`src/rtl/sensor_conditioner.sv`:
```
// Gate sensor front end: synchronises and debounces the entry/exit beams, recognises
// complete vehicle passes and issues one-cycle pass pulses, never two in one cycle.
module sensor_conditioner #(
  parameter int DEBOUNCE_CYCLES  = 4,
  parameter int MAX_BLOCK_CYCLES = 64,
  parameter int CNT_W            = 8
) (
  input  logic       clk,
  input  logic       reset,
  input  logic       raw_entry,
  input  logic       raw_exit,
  input  logic [1:0] raw_exit_loc,
  output logic       entry_sensor,
  output logic       exit_sensor,
  output logic [1:0] exit_location,
  output logic       entry_fault,
  output logic       exit_fault
);

  typedef enum logic [1:0] {IDLE, BLOCKED, FAULT} lane_state_t;

  localparam logic [CNT_W-1:0] DB_LAST  = CNT_W'(DEBOUNCE_CYCLES - 1);
  localparam logic [CNT_W-1:0] BLK_LAST = CNT_W'(MAX_BLOCK_CYCLES - 1);

  // Lane index 0 is the entry gate, 1 is the exit gate.
  logic [1:0] beam_s1, beam_s2;
  logic [1:0] loc_s1, loc_s2;
  logic [1:0] done, blk_start, fault;
  logic [1:0] req, pend, issue;

  always_ff @(posedge clk or posedge reset) begin
    if (reset) begin
      beam_s1 <= '0;
      beam_s2 <= '0;
      loc_s1  <= '0;
      loc_s2  <= '0;
    end else begin
      beam_s1 <= {raw_exit, raw_entry};
      beam_s2 <= beam_s1;
      loc_s1  <= raw_exit_loc;
      loc_s2  <= loc_s1;
    end
  end

  for (genvar g = 0; g < 2; g++) begin : g_lane
    logic              s, db, db_next;
    logic [CNT_W-1:0]  db_cnt, blk_cnt;
    lane_state_t       state;

    assign s = beam_s2[g];

    // The lane FSM follows the debounced level as it changes, so it reacts on the
    // same edge the debouncer accepts a new level.
    always_comb begin
      db_next = db;
      if (s != db && db_cnt == DB_LAST) db_next = s;
    end

    always_ff @(posedge clk or posedge reset) begin
      if (reset) begin
        db      <= 1'b0;
        db_cnt  <= '0;
        blk_cnt <= '0;
        state   <= IDLE;
      end else begin
        db <= db_next;
        if (s == db || db_cnt == DB_LAST) db_cnt <= '0;
        else                              db_cnt <= db_cnt + 1'b1;

        case (state)
          IDLE: begin
            if (db_next) begin
              state   <= BLOCKED;
              blk_cnt <= '0;
            end
          end
          BLOCKED: begin
            if (!db_next)                state   <= IDLE;
            else if (blk_cnt == BLK_LAST) state   <= FAULT;
            else                         blk_cnt <= blk_cnt + 1'b1;
          end
          FAULT: begin
            if (!db_next) state <= IDLE;
          end
          default: state <= IDLE;
        endcase
      end
    end

    assign done[g]      = (state == BLOCKED) && !db_next;
    assign blk_start[g] = (state == IDLE) && db_next;
    assign fault[g]     = (state == FAULT);
  end

  assign entry_fault = fault[0];
  assign exit_fault  = fault[1];

  // Older pending pulses win; among fresh requests entry goes first.
  always_comb begin
    issue = '0;
    if      (pend[1]) issue[1] = 1'b1;
    else if (pend[0]) issue[0] = 1'b1;
    else if (req[0])  issue[0] = 1'b1;
    else if (req[1])  issue[1] = 1'b1;
  end

  always_ff @(posedge clk or posedge reset) begin
    if (reset) begin
      req           <= '0;
      pend          <= '0;
      entry_sensor  <= 1'b0;
      exit_sensor   <= 1'b0;
      exit_location <= '0;
    end else begin
      req          <= done;
      pend         <= (pend | req) & ~issue;
      entry_sensor <= issue[0];
      exit_sensor  <= issue[1];
      if (blk_start[1]) exit_location <= loc_s2;
    end
  end

endmodule

```
`config.mk`:
```
export PLATFORM = sky130hd
export DESIGN_NAME = sensor_conditioner
export DESIGN_NICKNAME = d
export VERILOG_FILES = /design/src/rtl/sensor_conditioner.sv
export SDC_FILE = /design/constraint.sdc
export NUM_CORES = 1
export LEC_CHECK = 0
export BUFFER_PORTS_ARGS = -buffer_cell sky130_fd_sc_hd__buf_2
export CORE_MARGIN = 10
export CORE_UTILIZATION = 41
export CTS_BUF_LIST = sky130_fd_sc_hd__clkbuf_8
export CTS_CLUSTER_DIAMETER = 200
export DETAILED_ROUTE_END_ITERATION = 12
export GPL_ROUTABILITY_DRIVEN = 0
export GPL_TIMING_DRIVEN = 0
export HOLD_SLACK_MARGIN = 0.15
export PLACE_DENSITY_LB_ADDON = 0.05
export SLEW_MARGIN = 40
export SYNTH_ARGS = -nofsm -noshare
export SYNTH_HDL_FRONTEND = slang
export SYNTH_SLANG_ARGS = --single-unit
```
`constraint.sdc`:
```
create_clock -name clk -period 2.4 [get_ports clk]
set_input_delay 0.48 -clock clk [delete_from_list [all_inputs] [get_ports clk]]
set_output_delay 0.48 -clock clk [all_outputs]
set_load 0.01 [all_outputs]
```
Yosys cells after proc, flatten, opt, wreduce, memory -nomap -nowiden
Cells that the tools add are included.
- register bits after elaboration: 54
- word-level logic and storage cells: 92
- memory bits (writable): 0
- memory bits (read-only): 0
- bits in latches: 0
- output and inout port bits: 6
- memories kept: 0
- reductions and logical operators: 17
- shift-type cells: 0
- $add $sub $neg: 4
- multiply operators: 0
- equal/unequal tests: 22
- bitwise operators: 3
- divide/modulo/power cells: 0
- multiplexer cells: 29
- magnitude comparators: 0
- operators by type and width (cell ; count):
    8-bit 2-to-1 mux ; 8
    8-bit by 1-bit adder with 8-bit output, second input constant ; 4
    8-bit one-hot mux with 2 select lines ; 2
    8-bit by 2-bit == test with 1-bit output, second input constant ; 2
    8-bit by 6-bit == test with 1-bit output, second input constant ; 2
    2-bit 2-to-1 mux ; 8
    2-bit inequality test, second input constant ; 8
    2-bit one-hot mux with 3 select lines ; 2
    1-bit 2-to-1 mux ; 9
    4-bit AND reduction ; 2
    3-bit inequality test, second input constant ; 2
    3-bit AND reduction ; 2
    1-bit logical AND ; 5
    2-bit by 1-bit == test with 1-bit output, second input constant ; 2
    2-bit == test, second input constant ; 2
    2-bit zero test ; 2
    2-bit nonzero test ; 2
    2-bit bitwise AND ; 1
    1-bit == test ; 2
    1-bit zero test ; 2
    1-bit logical OR ; 2
    1-bit inequality test ; 2
    2-bit NOT ; 1
    2-bit OR ; 1

Depth between registers and ports, before layout
- depth after elaboration: 6
- gate-level depth with buffers: 7
- gate-level depth less buffers: 5

Least setup slack after synthesis
OpenSTA, ideal clock, no wires.
- path kind: reg2reg
- from: register g_lane[1].db_cnt[0]
- to: register exit_location[0]
- setup time: 125 ps
- required time: 2275 ps
- path slack: 545 ps
- stages on the path, launching flop included: 6
- period minus slack after synthesis: 1855 ps
- arrival time: 1730 ps
- cell sequence: dfrtp_1 ha_1 nor3b_2 a211o_2 a21oi_1 mux2_2
- longest elaborated chain between the ends: 4
- ends and longest elaborated chain (item ; line ; source):
    start: declaration ; 47 ; logic [CNT_W-1:0] db_cnt, blk_cnt;
    start signal: assignment ; 68 ; else db_cnt <= db_cnt + 1'b1;
    8-bit by 2-bit == test with 1-bit output ; 56 ; if (s != db && db_cnt == DB_LAST) db_next = s;
    1-bit logical AND ; 56 ;
    1-bit 2-to-1 mux ; 56 ;
    1-bit logical AND ; 91 ; assign blk_start[g] = (state == IDLE) && db_next;
    end signal: assignment ; 119 ; if (blk_start[1]) exit_location <= loc_s2;
    end: declaration ; 15 ; output logic [1:0] exit_location,
Every way passes these cells.
A chain may end at the register's enable or synchronous reset.

Worst setup path in the final report
- from: register g_lane[1].db_cnt[0]
- to: register exit_location[1]
Same word-level chain as after synthesis.

==> impl_metrics.py <==
metrics = {
    "timing": {
        "rsz0062_at_grt": "false",
        "finalCriticalPeriod_ns": 2.06,
        "final_period_utilization_pct": 85.8,
        "max-slew-margin-rel_pct": 51.8,
        "finalHoldViolations": 0,
        "tightest_slew_ns": 0.720,
        "achievable-frequency_ghz": 0.485,
        "finalSetupTns_ns": 0,
        "clock_skew_ns": 0.00756,
        "setup_viol": 0,
        "final_max_slew_viol_count": 0,
    },
    "clock_tree": {
        "tritoncts.num_buffers": 5,
        "cts.hold.buffers_added": 1,
        "cts_resized": 0,
        "cts_tree": "done",
        "cts_root_buffer": "sky130_fd_sc_hd__clkbuf_8",
        "clock_tree.buffer_depth": 2,
        "clk_latency_ns": 0.30,
        "post-cts-setup-buffer-count": 0,
        "clkSlewWorstSetupHoldPaths_ns": 0.09,
        "clock-sinks": 54,
        "clock_tree.htree_level_count": 2,
    },
    "yosys": {
        "syn-cell-area_sq_mm": 0.00262,
        "distinct_cell_type_count_after_synthesis": 54,
        "average_cell_area_after_synthesis_sq_um": 11.0,
        "synthesis.nets": 247,
        "synth.ff_latch_count": 54,
        "synth_seq_area_share_pct": 51.7,
        "synthFlopType": "sky130_fd_sc_hd__dfrtp_1",
        "yosys_warnings": 0,
        "synth-async-reset-ratio_pct": 100,
        "syn-instance-count": 237,
        "synth_enable_flop_cells": 0,
    },
    "global_routing": {
        "grt_antenna_before_repair": 0,
        "groute.layer.met1.usage_pct": 14.3,
        "grt-busiest-layer": "met2",
        "wire_length_of_the_first_global_routing_pass_microns": 8730,
        "groute.layer.met3.usage_pct": 3.16,
        "grt_usage_pct": 10.4,
        "gr-total-overflow": 0,
        "grt_start_max_net_pins": 43,
        "grtUsageMet2_pct": 15.4,
        "via_count_of_the_first_global_routing_pass": 1822,
    },
    "finish": {
        "layout-area-overhead-vs-synth_pct": 10.1,
        "final_cells": 334,
        "final_nets": 267,
        "antennaDiodeCount": 0,
        "num-fill-cells": 603,
        "fraction_of_layout_instances_using_a_drive_strength_above_1_pct": 16.3,
    },
    "worst_hold_path": {
        "min_from": "raw_exit_loc[0]",
        "hold_end": "loc_s1[0]",
        "hold_class": "in2reg",
        "hold_depth": 1,
    },
    "placement": {
        "detailedPlacementHpwl_microns": 3350,
        "place.detailed.instances": 326,
        "io_buffer_count": 11,
    },
    "floorplan": {
        "io_pins": 12,
        "start_util_pct": 41.7,
        "die_area_sq_mm": 0.00997,
        "std_cell_rows": 29,
        "horizontal_die_dimension_microns": 99.9,
        "floorplan.core_area_sq_mm": 0.00628,
        "die_height_microns": 99.9,
    },
    "critical_path": {
        "crit_path_top_delay_cell": "sky130_fd_sc_hd__dfrtp_1",
        "maximum_fanout_encountered_on_the_critical_timing_path": 6,
        "reg_to_reg_setup_timing_slack_ns": 0.34,
        "critical_path_required_ns": 2.59,
        "crit_chain": "ha_1 > nor3b_2 > nand3_2 > a21oi_1 > mux2_2",
        "critPathKind": "reg2reg",
        "crit-reg2reg-capture": "exit_location[1]",
        "critical_path.top_delay_family": "simple AND/OR/NAND/NOR gates",
        "critPathBufInv": 0,
        "worst-endpoint-arrival_ns": 2.25,
        "worst_setup_path_end_kind": "register",
        "critical_path.reg2reg.startpoint": "g_lane[1].db_cnt[0]",
        "timing.critical_path.from_type": "register",
        "critical_path.max_stage_delay_ns": 0.41,
        "count_of_cells_along_the_worst_register_to_register_path": 5,
    },
    "pwr": {
        "p_leak_uw": 0.00128,
        "power_density_over_the_cells_mw_per_mm2": 864,
        "power.total_uw": 2490,
        "ir_drop_mv": 0.388,
    },
    "detailed_routing": {
        "drc": 0,
        "via_per_inst": 5.43,
        "postRouteAntennaNets": 0,
        "dr.first_iter.drc_count": 80,
        "route.detailed.wl_per_inst_microns": 14.4,
        "drtPass1Iterations": 5,
        "drt-total-wl_microns": 4810,
        "total_number_of_vias": 1812,
    },
    "run_status": {
        "run_status": "finished, final reports clean",
    },
    "flow_run": {
        "max_cap_violations": 0,
    },
}
cells in the final DEF, fill, tap and decap left out, types with 3 or more instances in the layout:
cell type / instances
sky130_fd_sc_hd__clkbuf_1: 3
sky130_fd_sc_hd__o311ai_2: 3
sky130_fd_sc_hd__and3_1: 11
sky130_fd_sc_hd__buf_2: 12
sky130_fd_sc_hd__xnor2_1: 4
sky130_fd_sc_hd__nand3_1: 28
sky130_fd_sc_hd__o211ai_1: 6
sky130_fd_sc_hd__o21a_1: 3
sky130_fd_sc_hd__and2_1: 3
sky130_fd_sc_hd__xor2_1: 10
sky130_fd_sc_hd__mux2_2: 3
sky130_fd_sc_hd__o221ai_1: 5
sky130_fd_sc_hd__nand2_1: 11
sky130_fd_sc_hd__ha_1: 4
sky130_fd_sc_hd__a21oi_1: 4
sky130_fd_sc_hd__nor2b_1: 4
sky130_fd_sc_hd__o21ai_0: 3
sky130_fd_sc_hd__clkbuf_8: 5
sky130_fd_sc_hd__nor2_1: 22
sky130_fd_sc_hd__dfrtp_1: 54
sky130_fd_sc_hd__nand2b_1: 5
sky130_fd_sc_hd__inv_1: 11
final cells by class:
cell class | count | area (sq um) | share of cell area [%]
Clock inverter | 2 | 11.3 | 0.391
Tap cell | 77 | 96.3 | 3.35
Timing Repair Buffer | 13 | 85.1 | 2.96
Sequential cell | 54 | 1350 | 46.9
Buffer | 6 | 35.0 | 1.22
Inverter | 11 | 43.8 | 1.52
Clock buffer | 5 | 68.8 | 2.39
Multi-Input combinational cell | 166 | 1190 | 41.2
layer usage:
layer | vias to the layer above | part of all wire, %
li1 | 890 | -
met1 | 889 | 50
met2 | 26 | 45
met3 | 7 | 4.6
met4 | 0 | 1.1
met5 | - | 0
synthesized netlist by cell type (all sizes together), types with 4 or more instances:
cell | number | area share (%)
xor2 | 10 | 3.3
inv | 11 | 1.6
nor2 | 22 | 3.2
nand2b | 5 | 1.2
o221ai | 5 | 1.7
dfrtp | 54 | 52
nand2 | 11 | 1.6
ha | 4 | 1.9
o211ai | 6 | 1.7
xnor2 | 4 | 1.3
nand3 | 30 | 6.1
and2 | 4 | 1.1
a21oi | 4 | 0.77
and3 | 11 | 2.6
mux2 | 4 | 1.9
nor2b | 4 | 0.96
metrics by stage:
stage	worst slack, ns	cell area (sq um)	util [%]	hold WS [ns]
finish	0.340	2880	45.9	0.280
CTS	0.332	2880	45.9	0.269
floorplan	0.545	2620	-	0.331
global route	0.161	2880	45.9	0.268
detailed placement	0.347	2790	44.4	0.336
global placement	-0.180	2770	44.1	0.332
worst reg2reg max path, delay by kind of cell (launching register included):
family                     cells  cell delay (ns)
AOI/OAI and AO/OA              1             0.31
muxes                          1             0.37
adders and majority gates      1             0.26
DFF                            1             0.41
and+or+nand+nor                2             0.60
worst max-delay path by stage:
stage / startpoint / endpoint / slack [ns] / cells past startpoint
2_1_floorplan: g_lane[1].db_cnt[0] / exit_location[0] / 0.54 / 5
3_3_place_gp: reset / g_lane[1].blk_cnt[5] / -0.18 / 2
3_5_place_dp: g_lane[1].db_cnt[0] / exit_location[0] / 0.35 / 5
4_1_cts: g_lane[1].db_cnt[0] / exit_location[0] / 0.33 / 5
5_1_grt: g_lane[1].db_cnt[0] / exit_location[1] / 0.16 / 5
6_report: g_lane[1].db_cnt[0] / exit_location[1] / 0.34 / 5
state kept, by name, indices dropped and copies added (netlist names):
signal	count
g_lane.blk_cnt	16
pend	2
loc_s1	2
loc_s2	2
g_lane.db_cnt	16
exit_location	2
beam_s1	2
entry_sensor	1
exit_sensor	1
g_lane.db	2
g_lane.state	4
beam_s2	2
req	2
cells by family after synthesis:
group / share of synthesized area [%]
xor gates and xnor gates: 4.69
muxes: 2.25
buffers and inverters: 2.92
DFF: 51.7
AOI/OAI and AO/OA: 11.5
and+or+nand+nor: 25.0
adders and majority gates: 1.91
power breakdown:
part	internal (uW)	leakage, uW	switching [uW]
combinational	336	0.000529	480
clock	197	0.0000414	279
sequential	1070	0.000714	124
No activity file was read; power rests on OpenSTA's default activity.
